--- src/rtl/spi_peripheral.sv ---
// ---------------------------------------------------------------------------
// spi_peripheral
//
// SPI Mode-0 target feeding the PWM control registers. sclk, copi and ncs are
// asynchronous to clk; they are oversampled through SYNC_STAGES-deep
// synchronizers, and only the synchronized copies are used internally.
//
// A frame is 16 bits, MSB first, sampled on synchronized sclk rising edges:
//   bit 15     R/W (1 = write)
//   bits 14:8  register address
//   bits 7:0   data
// A write commits on the synchronized ncs rising edge only when exactly 16
// bits were received, bit 15 is set and the address is <= MAX_ADDR.
//
// Build option:
//   SPI_READBACK_EN  when defined, read frames (bit 15 = 0) return the
//                    addressed register on cipo during the data phase.
//                    When undefined, cipo is tied low and no tx logic exists.
//
// Parameters:
//   SYNC_STAGES  synchronizer depth per input (2..3)
//   MAX_ADDR     highest writable register address
//
// Ports:
//   clk              system clock (>= 8x sclk)
//   rst_n            asynchronous active-low reset
//   sclk, copi, ncs  SPI pins (asynchronous)
//   cipo             SPI target-out data
//   en_reg_out_7_0   register 0x00
//   en_reg_out_15_8  register 0x01
//   en_reg_pwm_7_0   register 0x02
//   en_reg_pwm_15_8  register 0x03
//   pwm_duty_cycle   register 0x04
//
// FSM states
//   state     | meaning
//   ----------+---------------------------------------------------------
//   ST_IDLE   | ncs high, sclk edges ignored, waiting for ncs to fall
//   ST_ACTIVE | frame in progress, shifting copi on each sclk rise
// ---------------------------------------------------------------------------
module spi_peripheral #(
  parameter int SYNC_STAGES = 2,
  parameter int MAX_ADDR    = 4
) (
  input  logic       clk,
  input  logic       rst_n,
  input  logic       sclk,
  input  logic       copi,
  input  logic       ncs,
  output logic       cipo,
  output logic [7:0] en_reg_out_7_0,
  output logic [7:0] en_reg_out_15_8,
  output logic [7:0] en_reg_pwm_7_0,
  output logic [7:0] en_reg_pwm_15_8,
  output logic [7:0] pwm_duty_cycle
);

  localparam logic [6:0] MAX_ADDR_L = 7'(MAX_ADDR);
  localparam logic [4:0] CNT_FULL   = 5'd16;
  localparam logic [4:0] CNT_SAT    = 5'd17;

  typedef enum logic {
    ST_IDLE,
    ST_ACTIVE
  } state_t;

  // -------------------------------------------------------------------------
  // Input synchronizers and edge detection
  // -------------------------------------------------------------------------
  logic [SYNC_STAGES-1:0] sclk_sync;
  logic [SYNC_STAGES-1:0] copi_sync;
  logic [SYNC_STAGES-1:0] ncs_sync;
  logic                   sclk_hist;
  logic                   ncs_hist;

  // Preset to the idle bus state so reset release never fakes an edge,
  // except a genuine ncs-low at release, which shows up as a falling edge.
  always_ff @(posedge clk or negedge rst_n) begin
    if (!rst_n) begin
      sclk_sync <= '0;
      copi_sync <= '0;
      ncs_sync  <= '1;
      sclk_hist <= 1'b0;
      ncs_hist  <= 1'b1;
    end else begin
      sclk_sync <= {sclk_sync[SYNC_STAGES-2:0], sclk};
      copi_sync <= {copi_sync[SYNC_STAGES-2:0], copi};
      ncs_sync  <= {ncs_sync[SYNC_STAGES-2:0], ncs};
      sclk_hist <= sclk_sync[SYNC_STAGES-1];
      ncs_hist  <= ncs_sync[SYNC_STAGES-1];
    end
  end

  logic sclk_s;
  logic copi_s;
  logic ncs_s;
  logic sclk_rise;
  logic sclk_fall;
  logic ncs_rise;
  logic ncs_fall;

  assign sclk_s    = sclk_sync[SYNC_STAGES-1];
  assign copi_s    = copi_sync[SYNC_STAGES-1];
  assign ncs_s     = ncs_sync[SYNC_STAGES-1];
  assign sclk_rise = sclk_s & ~sclk_hist;
  assign sclk_fall = ~sclk_s & sclk_hist;
  assign ncs_rise  = ncs_s & ~ncs_hist;
  assign ncs_fall  = ~ncs_s & ncs_hist;

  // -------------------------------------------------------------------------
  // Frame FSM
  // -------------------------------------------------------------------------
  state_t      state;
  state_t      state_nxt;
  logic        frame_start;
  logic        frame_end;
  logic        shift_en;
  logic [15:0] shift_reg;
  logic [15:0] shift_nxt;
  logic [4:0]  bit_cnt;
  logic        commit;

  always_ff @(posedge clk or negedge rst_n) begin
    if (!rst_n) begin
      state <= ST_IDLE;
    end else begin
      state <= state_nxt;
    end
  end

  // ncs edges take priority over a coincident sclk rise.
  always_comb begin
    state_nxt   = state;
    frame_start = 1'b0;
    frame_end   = 1'b0;
    shift_en    = 1'b0;
    case (state)
      ST_IDLE: begin
        if (ncs_fall) begin
          state_nxt   = ST_ACTIVE;
          frame_start = 1'b1;
        end
      end
      ST_ACTIVE: begin
        if (ncs_rise) begin
          state_nxt = ST_IDLE;
          frame_end = 1'b1;
        end else if (sclk_rise) begin
          shift_en = 1'b1;
        end
      end
      default: state_nxt = ST_IDLE;
    endcase
  end

  assign shift_nxt = {shift_reg[14:0], copi_s};

  // Counter saturates at 17 so an overlong frame stays distinguishable
  // from a well-formed one no matter how many extra bits arrive.
  always_ff @(posedge clk or negedge rst_n) begin
    if (!rst_n) begin
      shift_reg <= '0;
      bit_cnt   <= '0;
    end else if (frame_start) begin
      shift_reg <= '0;
      bit_cnt   <= '0;
    end else if (shift_en) begin
      shift_reg <= shift_nxt;
      if (bit_cnt != CNT_SAT) begin
        bit_cnt <= bit_cnt + 5'd1;
      end
    end
  end

  assign commit = frame_end && (bit_cnt == CNT_FULL) && shift_reg[15] &&
                  (shift_reg[14:8] <= MAX_ADDR_L);

  // -------------------------------------------------------------------------
  // Register file
  // -------------------------------------------------------------------------
  logic [6:0] wr_addr;
  logic [7:0] wr_data;

  assign wr_addr = shift_reg[14:8];
  assign wr_data = shift_reg[7:0];

  always_ff @(posedge clk or negedge rst_n) begin
    if (!rst_n) begin
      en_reg_out_7_0  <= 8'h00;
      en_reg_out_15_8 <= 8'h00;
      en_reg_pwm_7_0  <= 8'h00;
      en_reg_pwm_15_8 <= 8'h00;
      pwm_duty_cycle  <= 8'h00;
    end else if (commit) begin
      case (wr_addr)
        7'd0:    en_reg_out_7_0  <= wr_data;
        7'd1:    en_reg_out_15_8 <= wr_data;
        7'd2:    en_reg_pwm_7_0  <= wr_data;
        7'd3:    en_reg_pwm_15_8 <= wr_data;
        7'd4:    pwm_duty_cycle  <= wr_data;
        default: ;
      endcase
    end
  end

  // -------------------------------------------------------------------------
  // Readback path
  // -------------------------------------------------------------------------
`ifdef SPI_READBACK_EN
  logic [6:0] rd_addr;
  logic [7:0] rd_data;
  logic       tx_load;
  logic       tx_shift;
  logic       tx_active;
  logic [7:0] tx_reg;

  // shift_nxt holds the full header at the 8th rising edge.
  assign rd_addr = shift_nxt[6:0];

  always_comb begin
    rd_data = 8'h00;
    if (rd_addr <= MAX_ADDR_L) begin
      case (rd_addr)
        7'd0:    rd_data = en_reg_out_7_0;
        7'd1:    rd_data = en_reg_out_15_8;
        7'd2:    rd_data = en_reg_pwm_7_0;
        7'd3:    rd_data = en_reg_pwm_15_8;
        7'd4:    rd_data = pwm_duty_cycle;
        default: rd_data = 8'h00;
      endcase
    end
  end

  assign tx_load = shift_en && (bit_cnt == 5'd7) && !shift_nxt[7];

  // The falling edge right after the 8th rise must not shift: the data MSB
  // has to stay on cipo until the controller samples it on the 9th rise.
  assign tx_shift = (state == ST_ACTIVE) && sclk_fall && tx_active &&
                    (bit_cnt >= 5'd9);

  always_ff @(posedge clk or negedge rst_n) begin
    if (!rst_n) begin
      tx_active <= 1'b0;
      tx_reg    <= 8'h00;
    end else if (frame_start || frame_end) begin
      tx_active <= 1'b0;
      tx_reg    <= 8'h00;
    end else if (tx_load) begin
      tx_active <= 1'b1;
      tx_reg    <= rd_data;
    end else if (tx_shift) begin
      tx_reg <= {tx_reg[6:0], 1'b0};
    end
  end

  assign cipo = tx_active && (state == ST_ACTIVE) && tx_reg[7];
`else
  assign cipo = 1'b0;
`endif

endmodule
--- config.mk ---
export PLATFORM = sky130hd
export DESIGN_NAME = spi_peripheral
export DESIGN_NICKNAME = d
export VERILOG_FILES = /design/src/rtl/spi_peripheral.sv
export SDC_FILE = /design/constraint.sdc
export NUM_CORES = 1
export LEC_CHECK = 0
export BUFFER_PORTS_ARGS = -buffer_cell sky130_fd_sc_hd__buf_2
export CORE_MARGIN = 2
export CORE_UTILIZATION = 50
export CTS_BUF_LIST = sky130_fd_sc_hd__clkbuf_8
export DETAILED_ROUTE_END_ITERATION = 8
export MAX_ROUTING_LAYER = met4
export PLACE_DENSITY = 0.79
export SLEW_MARGIN = 5
export SYNTH_ARGS = -nofsm -noshare
export SYNTH_HDL_FRONTEND = slang
export SYNTH_SLANG_ARGS = --single-unit
--- constraint.sdc ---
create_clock -name clk -period 2.35 [get_ports clk]
set_clock_uncertainty 0.15 [all_clocks]
set_input_delay 0.3525 -clock clk [delete_from_list [all_inputs] [get_ports clk]]
set_output_delay 0.3525 -clock clk [all_outputs]
set_load 0.05 [all_outputs]
==> summary.md <==
The flow ran to the end, and the final reports show no timing, DRC or antenna violations. The final critical path takes up 92.5% of the cycle. In this run the power density over the cells is 681 nW/um^2. The clock sink count is 70.

The I/O pin total was 46. The highest fanout seen on the critical path is 6, and the static leakage is 1.80 nW. Number of storage elements in the synthesis netlist: 70. For this run, the leading register cell type out of synthesis is dfrtp_1. The element type at the critical path start is a flip-flop. The number of buffers created by CTS is 9. The placed instance count is 332, and the clock period minus worst slack is 2.17 ns.

Data arrives at the worst endpoint at 2.23 ns. The die is 79.3 um wide. The required time of the critical path was 2.41 ns. Counting the fill cells in the layout gives 445. TritonCTS built the clock tree. The first detailed-routing pass took 4 iterations. Cells with a size suffix above 1 make up 43.2% of the layout. For this configuration, the core starts out at a cell density of 51.5%. The register with the most flip-flops in the layout has 16 of them. The total count of hold-check failures in the final report was 0. The number of maximum-capacitance violations was 0.

For the core box area, the log shows 5510 um^2. At the end of routability-driven placement, the weighted congestion stood at 0.808. In the final timing run, aggregate negative setup slack is 0 ns. Worst reg-to-reg setup slack: 0.18 ns. Final number of max-transition violations: 0. Setup violations remaining at the end of the flow were counted as 0. The setup fix buffers added after clock tree synthesis is 0, and the via count normalized by instance count is 5.21.

The floorplan has 27 rows. The DRC marker count from the first detailed-route iteration was 103; the CTS H-tree depth was 3. The first global-routing pass estimated 8.88 mm of wire.

The total overflow left after global routing is 0. The net count of the mapped netlist came out at 219. The category of the most critical setup path was flip-flop to flip-flop. The logs give 33 for the pin count of the biggest net entering global routing and 1822 for the total vias in the final route. Number of input and output port buffers inserted: 44. Busiest metal layer after global routing: met2. The share of the Yosys chip area taken by registers is 61.9%. The post-detailed-route wirelength per cell was 14.9 um.

The tools report the met3 capacity usage during global routing as 3.18%. The tools report the number of global-route vias before repair as 1805. From bottom edge to top edge, the die measures 79.3 um. In the global route stage, met2 resource usage came out at 27.8%. The worst-case IR drop observed on VDD is 0.463 mV. The clock reaches the later pin of the worst-skew pair after 0.33 ns. The number of synthesized flops with an enable pin was 0. The area added between synthesis and finish is 21.5%. The endpoint type of the worst setup path is a flip-flop. The worst hold path belongs to the class flip-flop to flip-flop. The global routing usage on met1 was 26.3%. The root buffer cell is clkbuf_8. The non-filler instance count after layout is 350, and the total die area is 6290 um^2.

For the peak clock frequency supported by timing, the log shows 460 MHz. The clock-pin slew on the worst setup and hold paths came out at 0.06 ns. The share of synthesized registers carrying an async set or reset is 100%, and the global-route usage over all layers is 19.2%.

The longest clock path from root to sink contains 2 buffers. The count of mapped cells out of synthesis is 211, and the netlist area before placement is 2830 um^2. In this run the remaining antenna-violating nets after routing total 0. Yosys printed 0 warnings. The total detailed-routing wirelength was 5.22 mm.

The number of antenna violations at the first check in global routing was 0; the final antenna diode count was 0. After detailed routing, the number of remaining DRC violations is 0. At the end of the flow, the number of nets in the layout was 283. Detailed placement ended at an HPWL of 3.65 mm. Averaged over all synthesized cells, the footprint is 13.4 um^2. Setup repair after global routing left no endpoint under its margin.

Yosys mapped the design onto 32 distinct sky130hd cell types.
## report_power, final
group	internal (W)	switching [W]
clock	0.000529	0.000395
combinational	0.0000576	0.0000800
sequential	0.00124	0.0000426
total	0.00183	0.000517
## metal layers
| layer | up-vias | routed length, um | share of wire (%) |
|---|---|---|---|
| met1 | 894 | 2500 | 48 |
| met3 | 7 | 223 | 4.3 |
| li1 | 864 | - | - |
| met2 | 57 | 2410 | 46 |
| met4 | 0 | 87 | 1.7 |
| met5 | - | 0 | 0 |
## Yosys cell counts (3+ instances only)
master	instances	share of area, %
a21oi_1	18	3.2
clkbuf_1	4	0.53
dfrtp_1	67	59
dfstp_2	3	2.8
ha_1	3	1.3
inv_1	4	0.53
mux2_2	33	13
mux2_4	8	4.2
mux2i_1	3	1.1
nand2_1	37	4.9
nor2_1	4	0.53
o22ai_1	4	0.88
## placed cells by master, fill, tap and decap left out, types with 2 or more instances in the layout
cell	netlist	routed
a21oi_1	18	18
mux2_2	33	33
and2_1	2	2
nand2_1	37	37
ha_1	3	3
nor3b_4	2	2
nand4_1	2	2
buf_4	1	11
mux2_4	8	8
clkbuf_8	0	11
mux2i_1	3	3
dlygate4sd3_1	0	4
o22ai_1	4	4
dfrtp_1	67	67
inv_1	4	6
dfstp_2	3	3
buf_2	0	44
nor2_1	4	4
## critical path, stage by stage, from the launching register on
cell	delay (ns)
dfrtp_1	0.43
inv_1	0.08
ha_1	0.14
and4bb_2	0.27
nand4_4	0.15
nor2_2	0.32
buf_4	0.19
mux2_2	0.32
## cell families (layout without fill, tap and decap cells)
logic type | after synthesis | in the layout | synth area share (%)
multiplexers | 44 | 44 | 18.4
AND/OR/NAND/NOR | 58 | 58 | 11.6
flip-flops | 70 | 70 | 61.9
buffers and inverters | 11 | 78 | 1.85
adder cells (fa/ha/maj) | 4 | 4 | 1.68
AO/OA/AOI/OAI | 23 | 23 | 4.42
other | 1 | 1 | 0.132
## path summary, 6_finish.rpt
path                                    from                 end  cells after the start
worst max-delay path              bit_cnt[0]  en_reg_pwm_15_8[0]                      7
worst min-delay path            copi_sync[0]        copi_sync[1]                      0
worst max register to register    bit_cnt[0]  en_reg_pwm_15_8[0]                      7
worst min register to register  copi_sync[0]        copi_sync[1]                      0
max in group asynchronous              rst_n   en_reg_pwm_7_0[4]                      3
min in group asynchronous              rst_n       shift_reg[10]                      2
## metrics by stage
step / total power, W / instance area (um^2) / setup WS (ns) / hold WS, ns / util, %
6_report: 0.00235 / 3440 / 0.176 / 0.204 / 62.5
5_1_grt: 0.00245 / 3440 / 0.0822 / 0.216 / 62.5
4_1_cts: 0.00237 / 3440 / 0.0610 / 0.202 / 62.4
3_5_place_dp: 0.00144 / 3210 / 0.0744 / 0.185 / 58.3
3_3_place_gp: 0.00143 / 3210 / 0.143 / 0.173 / 58.3
2_1_floorplan: 0.00138 / 2830 / 0.298 / -0.0931 / -
## what timing repair did
item | CTS | global route
hold endpoints to repair | 18 | 0
resized for setup | 0 | 1
hold buffers | 4 | 0
endpoints found under the setup margin | 0 | 8
## final cells by class
class	instances	area [um^2]	area share (%)
Multi-Input combinational cell	130	1030	29.9
Inverter	4	15.0	0.436
Clock buffer	11	151	4.40
Timing Repair Buffer	60	363	10.5
Tap cell	72	90.1	2.62
Sequential cell	70	1760	51.0
Clock inverter	3	37.5	1.09
Power figures use the tool's default switching activity.
